--- config.mk ---
export PLATFORM = sky130hd
export DESIGN_NAME = seg7_scan_driver_flat
export DESIGN_NICKNAME = d
export VERILOG_FILES = /design/src/rtl/seg7_pkg.sv /design/src/rtl/seg7_scan_driver_if.sv /design/src/rtl/seg7_decoder.sv /design/src/rtl/seg7_scan_driver.sv /design/src/flat_wrapper.sv
export SDC_FILE = /design/constraint.sdc
export NUM_CORES = 1
export LEC_CHECK = 0
export ABC_AREA = 1
export CORE_UTILIZATION = 37
export DETAILED_ROUTE_END_ITERATION = 10
export GPL_TIMING_DRIVEN = 0
export PLACE_DENSITY_LB_ADDON = 0.05
export SYNTH_ARGS = -nofsm -noshare
export SYNTH_HDL_FRONTEND = slang
export SYNTH_SLANG_ARGS = --single-unit
--- constraint.sdc ---
create_clock -name clk -period 5.8 [get_ports clk]
set_input_delay 0.58 -clock clk [delete_from_list [all_inputs] [get_ports clk]]
set_output_delay 0.58 -clock clk [all_outputs]
set_load 0.005 [all_outputs]
--- src/rtl/seg7_pkg.sv ---
// Shared constants and helpers for the seven-segment scan driver:
// active-low segment encodings ([6]=a .. [0]=g) and index-width sizing.
package seg7_pkg;

  typedef logic [6:0] seg_t;
  typedef logic [3:0] nibble_t;

  localparam seg_t SEG_BLANK = 7'h7F;

  localparam seg_t SEG_HEX [16] = '{
    7'h01, 7'h4F, 7'h12, 7'h06, 7'h4C, 7'h24, 7'h20, 7'h0F,
    7'h00, 7'h04, 7'h08, 7'h60, 7'h31, 7'h42, 7'h30, 7'h38
  };

  function automatic seg_t hex_to_seg(input nibble_t nib);
    return SEG_HEX[nib];
  endfunction

  // A single-digit build still needs a one-bit index register.
  function automatic int idx_width(input int n);
    return (n <= 1) ? 1 : $clog2(n);
  endfunction

endpackage

--- src/rtl/seg7_scan_driver_if.sv ---
// Control-side data inputs and display-pin outputs of the scan driver.
// master = control logic / board pins, slave = the driver itself.
interface seg7_scan_driver_if #(
  parameter int NUM_DIGITS = 8
);
  logic                    load;
  logic [4*NUM_DIGITS-1:0] digit_val;
  logic [NUM_DIGITS-1:0]   digit_en;
  logic [NUM_DIGITS-1:0]   dp_in;
  logic [NUM_DIGITS-1:0]   blink_in;
  logic [6:0]              cathode;
  logic                    dp_n;
  logic [NUM_DIGITS-1:0]   an;
  logic                    frame_start;

  modport master (
    output load, digit_val, digit_en, dp_in, blink_in,
    input  cathode, dp_n, an, frame_start
  );

  modport slave (
    input  load, digit_val, digit_en, dp_in, blink_in,
    output cathode, dp_n, an, frame_start
  );
endinterface

--- src/rtl/seg7_decoder.sv ---
// Combinational hex nibble to active-low seven-segment pattern.
module seg7_decoder
  import seg7_pkg::*;
(
  input  logic [3:0] nibble,
  output logic [6:0] seg
);

  // Table lookup of the current digit's segment pattern.
  always_comb begin
    seg = hex_to_seg(nibble);
  end

endmodule

--- src/rtl/seg7_scan_driver.sv ---
// Time-multiplexed seven-segment driver: slot/digit/blink counters, a pending
// buffer swapped into the display shadow only at frame boundaries, registered pins.
module seg7_scan_driver
  import seg7_pkg::*;
#(
  parameter int NUM_DIGITS   = 8,
  parameter int REFRESH_DIV  = 100000,
  parameter int BLINK_FRAMES = 64
) (
  input logic               clk,
  input logic               reset,
  seg7_scan_driver_if.slave bus
);

  localparam int IDX_W   = idx_width(NUM_DIGITS);
  localparam int SCAN_W  = $clog2(REFRESH_DIV);
  localparam int BLINK_W = (BLINK_FRAMES <= 1) ? 1 : $clog2(BLINK_FRAMES);

  localparam logic [SCAN_W-1:0]  SCAN_LAST  = SCAN_W'(REFRESH_DIV - 1);
  localparam logic [SCAN_W-1:0]  SCAN_ONE   = SCAN_W'(1);
  localparam logic [IDX_W-1:0]   IDX_LAST   = IDX_W'(NUM_DIGITS - 1);
  localparam logic [IDX_W-1:0]   IDX_ONE    = IDX_W'(1);
  localparam logic [BLINK_W-1:0] BLINK_LAST = BLINK_W'(BLINK_FRAMES - 1);
  localparam logic [BLINK_W-1:0] BLINK_ONE  = BLINK_W'(1);

  logic [SCAN_W-1:0]       scan_cnt_r;
  logic [IDX_W-1:0]        idx_r;
  logic [BLINK_W-1:0]      blink_cnt_r;
  logic                    blink_phase_r;

  logic                    pending_r;
  logic [4*NUM_DIGITS-1:0] pend_val_r;
  logic [NUM_DIGITS-1:0]   pend_en_r;
  logic [NUM_DIGITS-1:0]   pend_dp_r;
  logic [NUM_DIGITS-1:0]   pend_blink_r;
  logic [4*NUM_DIGITS-1:0] shd_val_r;
  logic [NUM_DIGITS-1:0]   shd_en_r;
  logic [NUM_DIGITS-1:0]   shd_dp_r;
  logic [NUM_DIGITS-1:0]   shd_blink_r;

  logic [6:0]              cathode_r;
  logic                    dp_n_r;
  logic [NUM_DIGITS-1:0]   an_r;
  logic                    frame_start_r;

  logic                    slot_wrap_s;
  logic                    frame_wrap_s;
  logic                    lit_s;
  logic [3:0]              cur_nib_s;
  logic [6:0]              dec_seg_s;
  logic [NUM_DIGITS-1:0]   an_nxt_s;

  assign slot_wrap_s  = (scan_cnt_r == SCAN_LAST);
  assign frame_wrap_s = slot_wrap_s && (idx_r == IDX_LAST);
  assign cur_nib_s    = shd_val_r[{idx_r, 2'b00} +: 4];

  // scan_cnt == 0 is the dead cycle of every slot, so a lit digit never overlaps a neighbour.
  assign lit_s = (scan_cnt_r != {SCAN_W{1'b0}}) && shd_en_r[idx_r]
                 && !(shd_blink_r[idx_r] && blink_phase_r);

  seg7_decoder u_decoder (
    .nibble (cur_nib_s),
    .seg    (dec_seg_s)
  );

  // Next anode pattern: only the current digit's anode pulled low when lit.
  always_comb begin
    an_nxt_s = {NUM_DIGITS{1'b1}};
    if (lit_s) begin
      an_nxt_s[idx_r] = 1'b0;
    end else begin
      an_nxt_s = {NUM_DIGITS{1'b1}};
    end
  end

  // Slot counter and digit index.
  always_ff @(posedge clk or posedge reset) begin
    if (reset) begin
      scan_cnt_r <= {SCAN_W{1'b0}};
      idx_r      <= {IDX_W{1'b0}};
    end else if (slot_wrap_s) begin
      scan_cnt_r <= {SCAN_W{1'b0}};
      idx_r      <= (idx_r == IDX_LAST) ? {IDX_W{1'b0}} : (idx_r + IDX_ONE);
    end else begin
      scan_cnt_r <= scan_cnt_r + SCAN_ONE;
    end
  end

  // Frame counter driving the blink half-period.
  always_ff @(posedge clk or posedge reset) begin
    if (reset) begin
      blink_cnt_r   <= {BLINK_W{1'b0}};
      blink_phase_r <= 1'b0;
    end else if (frame_wrap_s) begin
      if (blink_cnt_r == BLINK_LAST) begin
        blink_cnt_r   <= {BLINK_W{1'b0}};
        blink_phase_r <= ~blink_phase_r;
      end else begin
        blink_cnt_r <= blink_cnt_r + BLINK_ONE;
      end
    end
  end

  // Double buffer: a load on the boundary cycle bypasses pending straight into shadow.
  always_ff @(posedge clk or posedge reset) begin
    if (reset) begin
      pending_r    <= 1'b0;
      pend_val_r   <= {(4*NUM_DIGITS){1'b0}};
      pend_en_r    <= {NUM_DIGITS{1'b0}};
      pend_dp_r    <= {NUM_DIGITS{1'b0}};
      pend_blink_r <= {NUM_DIGITS{1'b0}};
      shd_val_r    <= {(4*NUM_DIGITS){1'b0}};
      shd_en_r     <= {NUM_DIGITS{1'b0}};
      shd_dp_r     <= {NUM_DIGITS{1'b0}};
      shd_blink_r  <= {NUM_DIGITS{1'b0}};
    end else if (bus.load && frame_wrap_s) begin
      pending_r   <= 1'b0;
      shd_val_r   <= bus.digit_val;
      shd_en_r    <= bus.digit_en;
      shd_dp_r    <= bus.dp_in;
      shd_blink_r <= bus.blink_in;
    end else if (bus.load) begin
      pending_r    <= 1'b1;
      pend_val_r   <= bus.digit_val;
      pend_en_r    <= bus.digit_en;
      pend_dp_r    <= bus.dp_in;
      pend_blink_r <= bus.blink_in;
    end else if (frame_wrap_s && pending_r) begin
      pending_r   <= 1'b0;
      shd_val_r   <= pend_val_r;
      shd_en_r    <= pend_en_r;
      shd_dp_r    <= pend_dp_r;
      shd_blink_r <= pend_blink_r;
    end
  end

  // Registered pins; cathode and anode update together in the same cycle.
  always_ff @(posedge clk or posedge reset) begin
    if (reset) begin
      cathode_r     <= SEG_BLANK;
      dp_n_r        <= 1'b1;
      an_r          <= {NUM_DIGITS{1'b1}};
      frame_start_r <= 1'b0;
    end else begin
      cathode_r     <= lit_s ? dec_seg_s : SEG_BLANK;
      dp_n_r        <= lit_s ? ~shd_dp_r[idx_r] : 1'b1;
      an_r          <= an_nxt_s;
      frame_start_r <= (scan_cnt_r == {SCAN_W{1'b0}}) && (idx_r == {IDX_W{1'b0}});
    end
  end

  assign bus.cathode     = cathode_r;
  assign bus.dp_n        = dp_n_r;
  assign bus.an          = an_r;
  assign bus.frame_start = frame_start_r;

endmodule

--- src/flat_wrapper.sv ---
// flat-port wrapper written by rule: the top's interface ports become plain ports
module seg7_scan_driver_flat import seg7_pkg::*;
#(
  parameter int NUM_DIGITS   = 8,
  parameter int REFRESH_DIV  = 100000,
  parameter int BLINK_FRAMES = 64
)
  (clk, reset, bus_load, bus_digit_val, bus_digit_en, bus_dp_in, bus_blink_in, bus_cathode, bus_dp_n, bus_an, bus_frame_start);
  seg7_scan_driver_if #(.NUM_DIGITS(NUM_DIGITS)) bus_i ();
  input logic clk;
  input logic reset;
  input wire logic [$bits(bus_i.load)-1:0] bus_load;
  input wire logic [$bits(bus_i.digit_val)-1:0] bus_digit_val;
  input wire logic [$bits(bus_i.digit_en)-1:0] bus_digit_en;
  input wire logic [$bits(bus_i.dp_in)-1:0] bus_dp_in;
  input wire logic [$bits(bus_i.blink_in)-1:0] bus_blink_in;
  output wire logic [$bits(bus_i.cathode)-1:0] bus_cathode;
  output wire logic [$bits(bus_i.dp_n)-1:0] bus_dp_n;
  output wire logic [$bits(bus_i.an)-1:0] bus_an;
  output wire logic [$bits(bus_i.frame_start)-1:0] bus_frame_start;
  assign bus_i.load = bus_load;
  assign bus_i.digit_val = bus_digit_val;
  assign bus_i.digit_en = bus_digit_en;
  assign bus_i.dp_in = bus_dp_in;
  assign bus_i.blink_in = bus_blink_in;
  assign bus_cathode = bus_i.cathode;
  assign bus_dp_n = bus_i.dp_n;
  assign bus_an = bus_i.an;
  assign bus_frame_start = bus_i.frame_start;
  seg7_scan_driver #(.NUM_DIGITS(NUM_DIGITS), .REFRESH_DIV(REFRESH_DIV), .BLINK_FRAMES(BLINK_FRAMES)) u_core (.clk(clk), .reset(reset), .bus(bus_i));
endmodule
======== After elaboration in Yosys (flattened, before gate mapping) ========
Memories as Yosys holds them, arrays and structs flattened.
Cells that the tools add are included.
storage, ports and cells
  register bits ........................... 157
  bits in latches ......................... 0
  memory bits (writable) .................. 0
  memory bits (read-only) ................. 112
  input port bits ......................... 59
  memories ................................ 1
operators by class
  add/sub/neg operators ................... 3
  multipliers ............................. 0
  div/mod/pow operators ................... 0
  order comparisons ....................... 3
  equality and inequality tests ........... 4
  shifts and indexed selects .............. 1
  multiplexer cells ....................... 31
  bitwise operators ....................... 5
  reduce and logical (&&, ||, !) cells .... 17
memory list
  memory            depth  width  rd ports  clocked after Yosys merged registers in  write ports  RTL line        source
  (name not given)  16     7      1         0                                        0            seg7_pkg.sv:16  return SEG_HEX[nib];
operators by type and width
  cell                     number
  $mux W32                 3
  $mux W8                  10
  $shiftx A32 B6 Y4        1
  $mux W7                  3
  $add A17 B1 Y17 const B  1
  $eq A17 B17 Y1 const B   1
  $logic_not A17 Y1        1
  $mux W17                 1
  $reduce_bool A17 Y1      1
  $bmux W1 S3              3
  $logic_and A1 B1 Y1      8
  $mux W1                  8
  $not A8 Y8               1
  $add A6 B1 Y6 const B    1
  $eq A6 B6 Y1 const B     1
  $mux W6                  1
  $reduce_and A2 Y1        3
  $ge A5 B5 Y1 const B     1
  $not A4 Y5               1
  $lt A3 B4 Y1 const B     1
  $add A3 B1 Y3 const B    1
  $demux W1 S3             1
  $eq A3 B3 Y1 const B     1
  $ge A3 B1 Y1 const B     1
  7 further kinds          9

======== Logic depth before layout (Yosys ltp) ========
Gate-level depths: netlist (run 1).
  depth after elaboration ................. 6
  depth in mapped cells ................... 16
  mapped depth without buffers ............ 14

======== Modules after synthesis ========
Synthesis (run 1) repeated with hierarchy kept, for this count alone.
unflattened totals
  cell total of the unflattened synthesis .. 1170
  area total of the unflattened synthesis .. 8286.7 sq um
modules (own cells, without submodules)
  module            times used  cells each  area each (sq um)  sequential area each (sq um)
  seg7_scan_driver  1           1121        8012.7             3948.8
  seg7_decoder      1           49          274.0              0.0

======== Worst setup path after synthesis (run 1) ========
No wires, ideal clock.
  path type ............................... reg-to-reg
  from .................................... register u_core.idx_r[0]
  to ...................................... register u_core.cathode_r[3] (netlist: u_core.bus.cathode[3])
  setup time .............................. 0.064 ns
  arrival ................................. 1.812 ns
  path slack .............................. 3.924 ns
  cell stages (with the launch flop) ...... 17
  path buffers ............................ 2
  period minus slack after synthesis ...... 1.876 ns
  cell sequence ........................... dfrtp_1 buf_2 inv_2 buf_2 nand2_1 nand2_1 nand2_1 nand2_1 nand2_1 nand2_1 inv_1 ha_1 inv_1 nand2_1 nand2_1 nand2_1 nand3_1
on the way
  longest elaborated chain between the ends .. 6
  elaborated cells on any way between the ends .. 14
  classes of those cells .................. shift (1); mux (7); bitwise (1); reduce/logical (4); memory (1)
RTL lines
  item                                                                  RTL line                                        source
  start: declaration                                                    seg7_scan_driver.sv:27                          logic [IDX_W-1:0] idx_r;
  start signal: assignment                                              seg7_scan_driver.sv:80                          idx_r <= {IDX_W{1'b0}};
  start signal: assignment                                              seg7_scan_driver.sv:83                          idx_r <= (idx_r == IDX_LAST) ? {IDX_W{1'b0}} : (idx_r + IDX_ONE);
  $shiftx A32 B6 Y4 or $bmux W1 S3 (tied branches)                      seg7_scan_driver.sv:55, seg7_scan_driver.sv:59
  $not A4 Y5 (not written as such) or $mux W1 (tied branches)           seg7_pkg.sv:16, seg7_scan_driver.sv:59
  $mem_v2 Z16 W7 or $logic_and A1 B1 Y1 (tied branches)                 --
  $mux W7 (not written as such) or $logic_not A1 Y1 (tied branches)     seg7_pkg.sv:16, seg7_scan_driver.sv:59
  $mux W7 (not written as such) or $logic_and A1 B1 Y1 (tied branches)  seg7_pkg.sv:16, seg7_scan_driver.sv:59
  $mux W7 *                                                             seg7_scan_driver.sv:145                         cathode_r <= lit_s ? dec_seg_s : SEG_BLANK;
  end signal: assignment                                                seg7_scan_driver.sv:145
  end: declaration                                                      seg7_scan_driver.sv:41                          logic [6:0] cathode_r;
Mark *: on every way between the ends. The rest lies on a longest branch, timed or not. The select of a mux whose other input is x is not followed.
A chain may end at the register's enable or synchronous reset.

======== Worst setup path in the final report (run 1) ========
Same ends and word-level chain as after synthesis.

==> results.md, run 1 <==
Status:
- The flow ran to the end, and the final reports show no timing, DRC or antenna violations.

Global route:
- After global routing the overflow that remains totals 0.
- The global-route usage over all layers is 20.4%.
- The number of antenna violations at the first check in global routing came to 0.
- The largest net degree at the start of global routing is 80.
- The wire length of the first global-routing pass is 35.1 mm.
- The via count of the first global-routing pass is 6622.

Setup path:
- Counting cells, the worst reg-to-reg path comes to 15.
- The required time of the critical path is 6.16 ns.
- The flop-to-flop setup slack is 3.20 ns.
- The worst setup path is launched from a register.
- STA puts the critical path data arrival time at 2.96 ns.
- The capturing instance or port of the critical path is u_core.bus.cathode[3].
- The type of the worst setup path is register to register.
- STA classifies the critical path endpoint as a register.
- The launch point of the worst path is u_core.idx_r[0].
- The startpoint identified for the worst register-to-register timing path is u_core.idx_r[0].
- The end of the worst register-to-register path is u_core.bus.cathode[3].
- In this run the worst path has a maximum fanout of 10.

CTS:
- After clock tree synthesis, the clock-pin slew on the worst setup and hold paths is 0.07 ns.
- The TritonCTS clock tree is built.
- The clock drives 157 sinks.
- Hold repair after CTS inserted 0 buffers.
- In this run the post-CTS setup repair buffer count came out at 0.
- The clock tree root driver cell is sky130_fd_sc_hd__clkbuf_16.
- The clock insertion delay at the later pin of the skew report is 0.43 ns.
- Counting the buffers created by CTS gives 17.
- The number of H-tree levels is 4.
- The number of resized instances in the post-cts repair step is 0.
- No sink is reached through more buffers than the 2 on the longest clock path.

Logic synthesis:
- The mapped netlist covers 0.00808 mm^2.
- The warning count from the yosys run is 0.
- The commonest cells after synthesis are sky130_fd_sc_hd__nand2_1, sky130_fd_sc_hd__nor2_1, sky130_fd_sc_hd__dfrtp_1.
- The predominant post-synthesis flop cell is sky130_fd_sc_hd__dfrtp_1.
- Counting flops with a built-in enable in the synthesized netlist gives 0.
- For this run, the register share of the synthesized area comes to 48.9%.
- The synthesized net count is 1202.
- The flop and latch count out of synthesis is 157.
- Summed over all instances, the cell type with the most area after synthesis is sky130_fd_sc_hd__dfrtp_1.
- The synthesized design devotes to its leading area cell type 43.7% of total area.
- The post-synthesis cell type count is 28.
- The share of synthesized flip-flops with an asynchronous set or reset is 100%.
- The post-synthesis cell count is 1131.
- The synthesized area per cell is 7.14 um^2.
- The library cell with the highest instance count after synthesis is sky130_fd_sc_hd__nand2_1.
- Ranked by total cell area, the synthesized netlist is headed by sky130_fd_sc_hd__dfrtp_1, sky130_fd_sc_hd__nand2_1, sky130_fd_sc_hd__nor2_1.

Power and ir drop:
- The analysis attributes to net switching a power of 603 uW.
- The switching portion of total power is 24.6%.
- The worst-case IR drop observed on VDD is 0.000164 V.
- The share of total power in combinational logic is 7.0%.
- For this design the static power due to leakage is 0.00537 uW.
- The internal power contribution is 1850 uW.
- The total power is 2450 uW.
- The fraction of power consumed by the clock network is 46.1%.
- Sequential cells burn 46.8% of the power.
- Power spread over the standard cell area amounts to 250 mW/mm^2.

Placement:
- The number of cells after detailed placement is 1482.
- The weighted congestion reported at the end of routability-driven placement is 0.830.
- The HPWL after detailed placement is 15.0 mm.
- The count of buffers added on input and output ports is 75.

STA:
- The peak clock frequency supported by timing is 0.384 GHz.
- The worst-case headroom to the max-slew limit is 56.3%.
- Setup repair after global routing left no endpoint under its margin.
- The final hold violation count came to 0.
- The measured slew at the worst slew-check pin is 0.656 ns.
- The post-route clock skew is 0.0108 ns.
- The final max-slew violation count came to 0.
- The routed design could run at a clock period as short as 2.60 ns.
- The share of the cycle needed by the critical path after routing is 44.8%.
- Setup violations remaining at the end of the flow were counted as 0.
- The worst hold margin is 0.469 ns.
- Summed over all failing endpoints, the final setup total negative slack is 0 ns.

Final layout:
- At the end of the flow, the number of nets in the layout was 1297.
- From synthesis to final layout, the design area changed by 21.2%.
- The post-route netlist has 7.75% of its cells at a drive strength greater than 1.
- For this run, the number of standard cells in the final layout without fillers is 1514.
- The number of antenna diodes is 0.

Route:
- For this block, the initial DRC count from the detailed router was 442.
- The routed layout has 7030 vias.
- The number of nets with antenna violations after detailed routing is 0.
- In the final routed layout, each cell accounts on average for 14.0 um.
- For this run, design rule violations remaining after detail routing come to 0.
- The final layout contains routed wiring with a total length of 21.2 mm.
- The pre-antenna-repair detailed-routing pass consisted of 7 iterations.
- After detailed routing, the number of vias per cell comes to 4.64.

Floorplan:
- Once the floorplan was initialized, standard cells occupied 38.1% of the core.
- In this run the count of I/O pins placed on the die edge is 76.
- The die span in x is 150 um.
- The floorplan has 53 rows.
- The floorplan step defined a core boundary enclosing 0.0212 mm^2.
- The overall die area is 0.0224 mm^2.
- The chip height is 150 um.

Flow run:
- Across the run, the number of max-cap violations was 0.

Min path:
- The kind of path behind the tightest hold check is register to register.
-- kinds of logic after synthesis --
| family | Yosys count | share of synthesized area (%) |
|---|---|---|
| compound gates | 26 | 1.70 |
| xor+xnor | 13 | 1.41 |
| fa+ha+maj | 12 | 1.86 |
| buf+inv | 154 | 7.74 |
| flops | 157 | 48.9 |
| simple gates | 769 | 38.4 |
-- area by class of cell --
class                           count  area [um^2]
Multi-Input combinational cell    820         3510
Sequential cell                   157         3950
Inverter                          102          390
Clock buffer                       17          425
Clock inverter                     15          160
Fill cell                        2263        11400
Tap cell                          275          344
Buffer                             52          243
Timing Repair Buffer               76          778
-- sequential cells by signal, summed over array words and instances, names as in the netlist --
register / flops
u_core.bus.an: 8
u_core.idx_r: 3
u_core.shd_val_r: 32
u_core.blink_cnt_r: 6
u_core.pend_dp_r: 8
u_core.pend_val_r: 32
u_core.shd_blink_r: 8
u_core.bus.dp_n: 1
u_core.shd_en_r: 8
u_core.scan_cnt_r: 17
u_core.pending_r: 1
u_core.bus.frame_start: 1
u_core.pend_blink_r: 8
u_core.pend_en_r: 8
u_core.blink_phase_r: 1
u_core.bus.cathode: 7
u_core.shd_dp_r: 8
-- layer usage --
metal	vias to the layer above	track usage, %	wire length, um
met1	3279	28.7	10500
met5	-	0	0
met4	0	4.55	157
met2	104	32.6	9920
met3	11	3.90	637
li1	3636	-	-
-- worst max-delay path: stages, from the launching register on --
cell	delay, ns
sky130_fd_sc_hd__dfrtp_1	0.37
sky130_fd_sc_hd__buf_2	0.24
sky130_fd_sc_hd__buf_1	0.54
sky130_fd_sc_hd__nand2_1	0.12
sky130_fd_sc_hd__nand2_1	0.12
sky130_fd_sc_hd__nand2_1	0.05
sky130_fd_sc_hd__nand2_1	0.06
sky130_fd_sc_hd__nand2_1	0.07
sky130_fd_sc_hd__nand2_1	0.18
sky130_fd_sc_hd__inv_1	0.14
sky130_fd_sc_hd__ha_1	0.34
sky130_fd_sc_hd__inv_1	0.06
sky130_fd_sc_hd__nand2_1	0.05
sky130_fd_sc_hd__nand2_1	0.06
sky130_fd_sc_hd__nand2_1	0.05
sky130_fd_sc_hd__nand3_1	0.09
-- cells in the final DEF, fill, tap and decap left out, drive strengths merged --
master and n:
ha 12, nand3b 2, bufinv 2, or2 10, nor3 6, nand4 10
clkbuf 37, nor4 3, clkdlybuf4s50 75, nor3b 1, dfstp 16, buf 33
xnor2 5, nand2 490, a21oi 7, xor2 8, clkinvlp 2, nor2 152
dfrtp 141, clkinv 5, nand3 95, a21boi 1, inv 108, o22ai 4
o21ai 14
-- metrics by stage --
stage                     worst slack, ns  utilization [%]  instance area [um^2]
final                                3.20             46.2                  9800
after global routing                 2.95             46.2                  9800
after CTS                            3.19             46.2                  9800
after detailed placement             3.16             43.4                  9210
after global placement              -1.55             43.2                  9180
after floorplan                      1.01                -                  8080
-- how the worst min path moves through the flow --
stage | start | end | slack, ns | depth (start not counted)
detailed placement | u_core.pend_val_r[11] | u_core.pend_val_r[11] | 0.46 | 2
CTS | u_core.pend_val_r[11] | u_core.pend_val_r[11] | 0.47 | 2
global placement | u_core.pend_dp_r[6] | u_core.pend_dp_r[6] | 0.45 | 2
floorplan | u_core.shd_en_r[0] | u_core.shd_en_r[0] | 0.44 | 2
global route | u_core.pend_val_r[27] | u_core.pend_val_r[27] | 0.49 | 2
finish | u_core.pend_val_r[13] | u_core.pend_val_r[13] | 0.47 | 2
-- power groups by stage --
stage | logic (uW) | clock network, uW | registers (uW)
floorplan | 98.9 | 0 | 1160
detailed placement | 177 | 0 | 1170
global route | 200 | 1200 | 1150
global placement | 172 | 0 | 1170
CTS | 177 | 1160 | 1150
finish | 172 | 1130 | 1150
Note: power is estimated with default switching activity, not from simulation.
==> run 2: changes to the inputs <==
==> constraint.sdc (replaced) <==
create_clock -name clk -period 2.1 [get_ports clk]
set_input_delay 0.21 -clock clk [delete_from_list [all_inputs] [get_ports clk]]
set_output_delay 0.21 -clock clk [all_outputs]
set_load 0.005 [all_outputs]
==> results.md, run 2 (synthesis gave the netlist of run 1 again) <==
Setup path:
- The required time of the critical path is 2.47 ns (was 6.16 ns).
- The critical register-to-register path startpoint was u_core.scan_cnt_r[0] (was u_core.idx_r[0]).
- The worst path arrival time came to 2.33 ns (was 2.96 ns).
- The critical path's slowest cell is sky130_fd_sc_hd__dfrtp_2 (was sky130_fd_sc_hd__buf_1).
- The buffers plus inverters on the worst setup path is 2 (was 4).
- The type of the worst setup path is register to register (unchanged).
- The launch point of the worst path is u_core.scan_cnt_r[0] (was u_core.idx_r[0]).
- The critical path startpoint category is a register (unchanged).
- The category of cells accounting for the largest share of critical-path delay is simple AND/OR/NAND/NOR gates (was buffers and inverters).
- The most numerous cell on the critical path was sky130_fd_sc_hd__nand2_1 (unchanged).
- The largest fanout on the critical path was 10 (unchanged).
- The endpoint kind of the worst setup timing path is a register (unchanged).
- The peak per-stage delay on the critical path came to 0.41 ns (was 0.54 ns).
- Critical-path cell list: ha_4, nand3_4, nor3_2, nand2_1, nor2_4, nand3_2, buf_4, buf_2, nand2_1, nand2_1, nand2_1 (was buf_2, buf_1, nand2_1, nand2_1, nand2_1, nand2_1, nand2_1, nand2_1, inv_1, ha_1, inv_1, nand2_1, nand2_1, nand2_1, nand3_1).

Final layout:
- The final core utilization is 47.8% (was 46.2%).
- The number of antenna diodes was 0 (unchanged).
- The ratio of cells with drive above 1 in the final layout was 10.6% (was 7.75%).
- The area growth from synthesis to final layout was 25.6% (was 21.2%).
- Most frequent cells in the layout: sky130_fd_sc_hd__nand2_1, sky130_fd_sc_hd__nor2_1, sky130_fd_sc_hd__dfrtp_1 (unchanged).
- The leading cell type in the layout, fill and taps excluded is sky130_fd_sc_hd__nand2_1 (unchanged).
- The count of nets after finishing is 1310 (was 1297).
- The number of cells in the finished layout apart from fillers was 1527 (was 1514).
- Largest registers: u_core.pend_val_r x32, u_core.shd_val_r x32, u_core.scan_cnt_r x17 (unchanged).

Placement:
- The count of input and output buffers is 75 (unchanged).
- The number of cells after detailed placement came to 1485 (was 1482).
- The weighted congestion reported at the end of routability-driven placement was 0.831 (was 0.830).
- The HPWL after detailed placement came to 15.3 mm (was 15.0 mm).
- The post-placement worst setup slack is -0.484 ns (was 3.16 ns).

STA:
- The measured slew at the worst slew-check pin is 0.705 ns (was 0.656 ns).
- The post-route clock skew is 0.00867 ns (was 0.0108 ns).
- The post-route worst setup slack is 0.133 ns (was 3.20 ns).
- The setup violation total in the final timing report is 0 (unchanged).
- The final hold violation count was 0 (unchanged).
- The peak clock frequency supported by timing was 0.508 GHz (was 0.384 GHz).
- The final max-slew violation count was 0 (unchanged).
- The worst-case headroom to the max-slew limit was 52.9% (was 56.3%).
- The final-layout setup total negative slack was 0 ns (unchanged).
- The share of the cycle needed by the critical path after routing was 93.7% (was 44.8%).
- The final critical-path required period was 1.97 ns (was 2.60 ns).

Floorplan:
- The die span in x is 150 um (unchanged).
- The number of placed I/O pins is 76 (unchanged).
- The chip height was 150 um (unchanged).
- The placeable core region came to 0.0212 mm^2 (unchanged).
- The initial standard-cell utilization of the core is 38.1% (unchanged).
- The cell row count was 53 (unchanged).
- The overall die area is 0.0224 mm^2 (unchanged).

Power and ir drop:
- The power density over the cells is 685 mW/mm^2 (was 250 mW/mm^2).
- The leakage dissipation is 0.00551 uW (was 0.00537 uW).
- The peak supply drop is 0.000501 V (was 0.000164 V).
- The total power is 6950 uW (was 2450 uW).

CTS:
- The clock tree root driver cell was sky130_fd_sc_hd__clkbuf_16 (unchanged).
- The TritonCTS clock tree is built (unchanged).
- The number of H-tree levels is 4 (unchanged).
- The maximum clock path buffer count was 2 (unchanged).
- The number of sinks driven by the clock tree was 157 (unchanged).
- The clock transition time at the flip-flop clock pins of the worst setup and hold paths is 0.07 ns (about the same).
- The number of buffers added to fix hold violations after cts is 0 (unchanged).
- The number of clock buffers inserted by TritonCTS was 17 (unchanged).
- The clock insertion delay at the later pin of the skew report is 0.43 ns (about the same).

Route:
- The routed length per placed instance is 14.0 um (about the same).
- The initial detailed-routing violation count was 389 (was 442).
- The remaining routing DRC violations is 0 (unchanged).
- The number of optimization iterations in the first detailed-route pass is 5 (was 7).
- The number of nets with antenna violations after detailed routing is 0 (unchanged).
- The final wirelength was 21.4 mm (was 21.2 mm).
- The detailed-route via count is 7020 (was 7030).
- The detailed-route vias per instance is 4.60 (was 4.64).

Min path:
- The kind of path behind the tightest hold check is input port to async pin (was register to register).

Global route:
- The wire length of the first global-routing pass is 34.9 mm (was 35.1 mm).
- The number of antenna violations at the first check in global routing came to 0 (unchanged).
- The global-route usage over all layers is 20.3% (was 20.4%).
- The global route total overflow came to 0 (unchanged).
- The via count of the first global-routing pass was 6694 (was 6622).
- The largest net degree at the start of global routing is 42 (was 80).

Flow run:
- The max-cap check violation count is 0 (unchanged).

Status:
- Result of the run: finished, final reports clean (unchanged).
run 2: layout make-up:
cell class,count,area (um^2)
plain buffers,52,318
clock inverters,12,161
inverters,102,394
fillers,2210,11100
flip-flops and latches,157,3950
multi-input cells,820,3590
well taps,275,344
clock buffers,20,467
repair buffers,89,923
run 2: worst register-to-register path, delay by kind of cell, from the launching register on:
family	cells	cell delay (ns)
buf+inv	2	0.44
simple gates	8	0.88
fa+ha+maj	1	0.17
flops	1	0.41
run 2: final timing paths:
check                                         to  slack (ns)  cells after the start
max                         u_core.shd_val_r[23]        0.13                     11
min                         u_core.pend_val_r[8]        0.24                      2
max reg2reg                 u_core.shd_val_r[23]        0.13                     11
min reg2reg                u_core.pend_val_r[15]        0.47                      2
max in group asynchronous        u_core.bus.dp_n        0.94                      4
min in group clk           u_core.pend_val_r[20]        0.37                      3
run 2: report_power, final:
part / leakage (uW) / internal, uW / switching [uW]
combinational: 0.00319 / 219 / 270
clock: 0.000299 / 1970 / 1320
sequential: 0.00202 / 3120 / 47.2
run 2: metal layers:
metal / global-route usage, % / routed length (um) / vias up
met3: 3.20 / 637 / 24
met1: 28.0 / 10500 / 3227
li1: - / - / 3665
met5: 0 / 0 / -
met2: 32.9 / 9950 / 104
met4: 6.01 / 285 / 0
run 2: through the flow:
step / cell area, um^2 / hold slack [ns]
finish: 10100 / 0.235
global route: 10100 / 0.304
CTS: 9960 / 0.252
detailed placement: 9260 / 0.458
global placement: 9180 / 0.453
floorplan: 8080 / 0.355
run 2: what timing repair did:
action,in CTS,in global routing
cloned,0,1
setup buffers,2,7
setup endpoints to repair,102,113
pin swaps,0,3
resized for setup,24,33
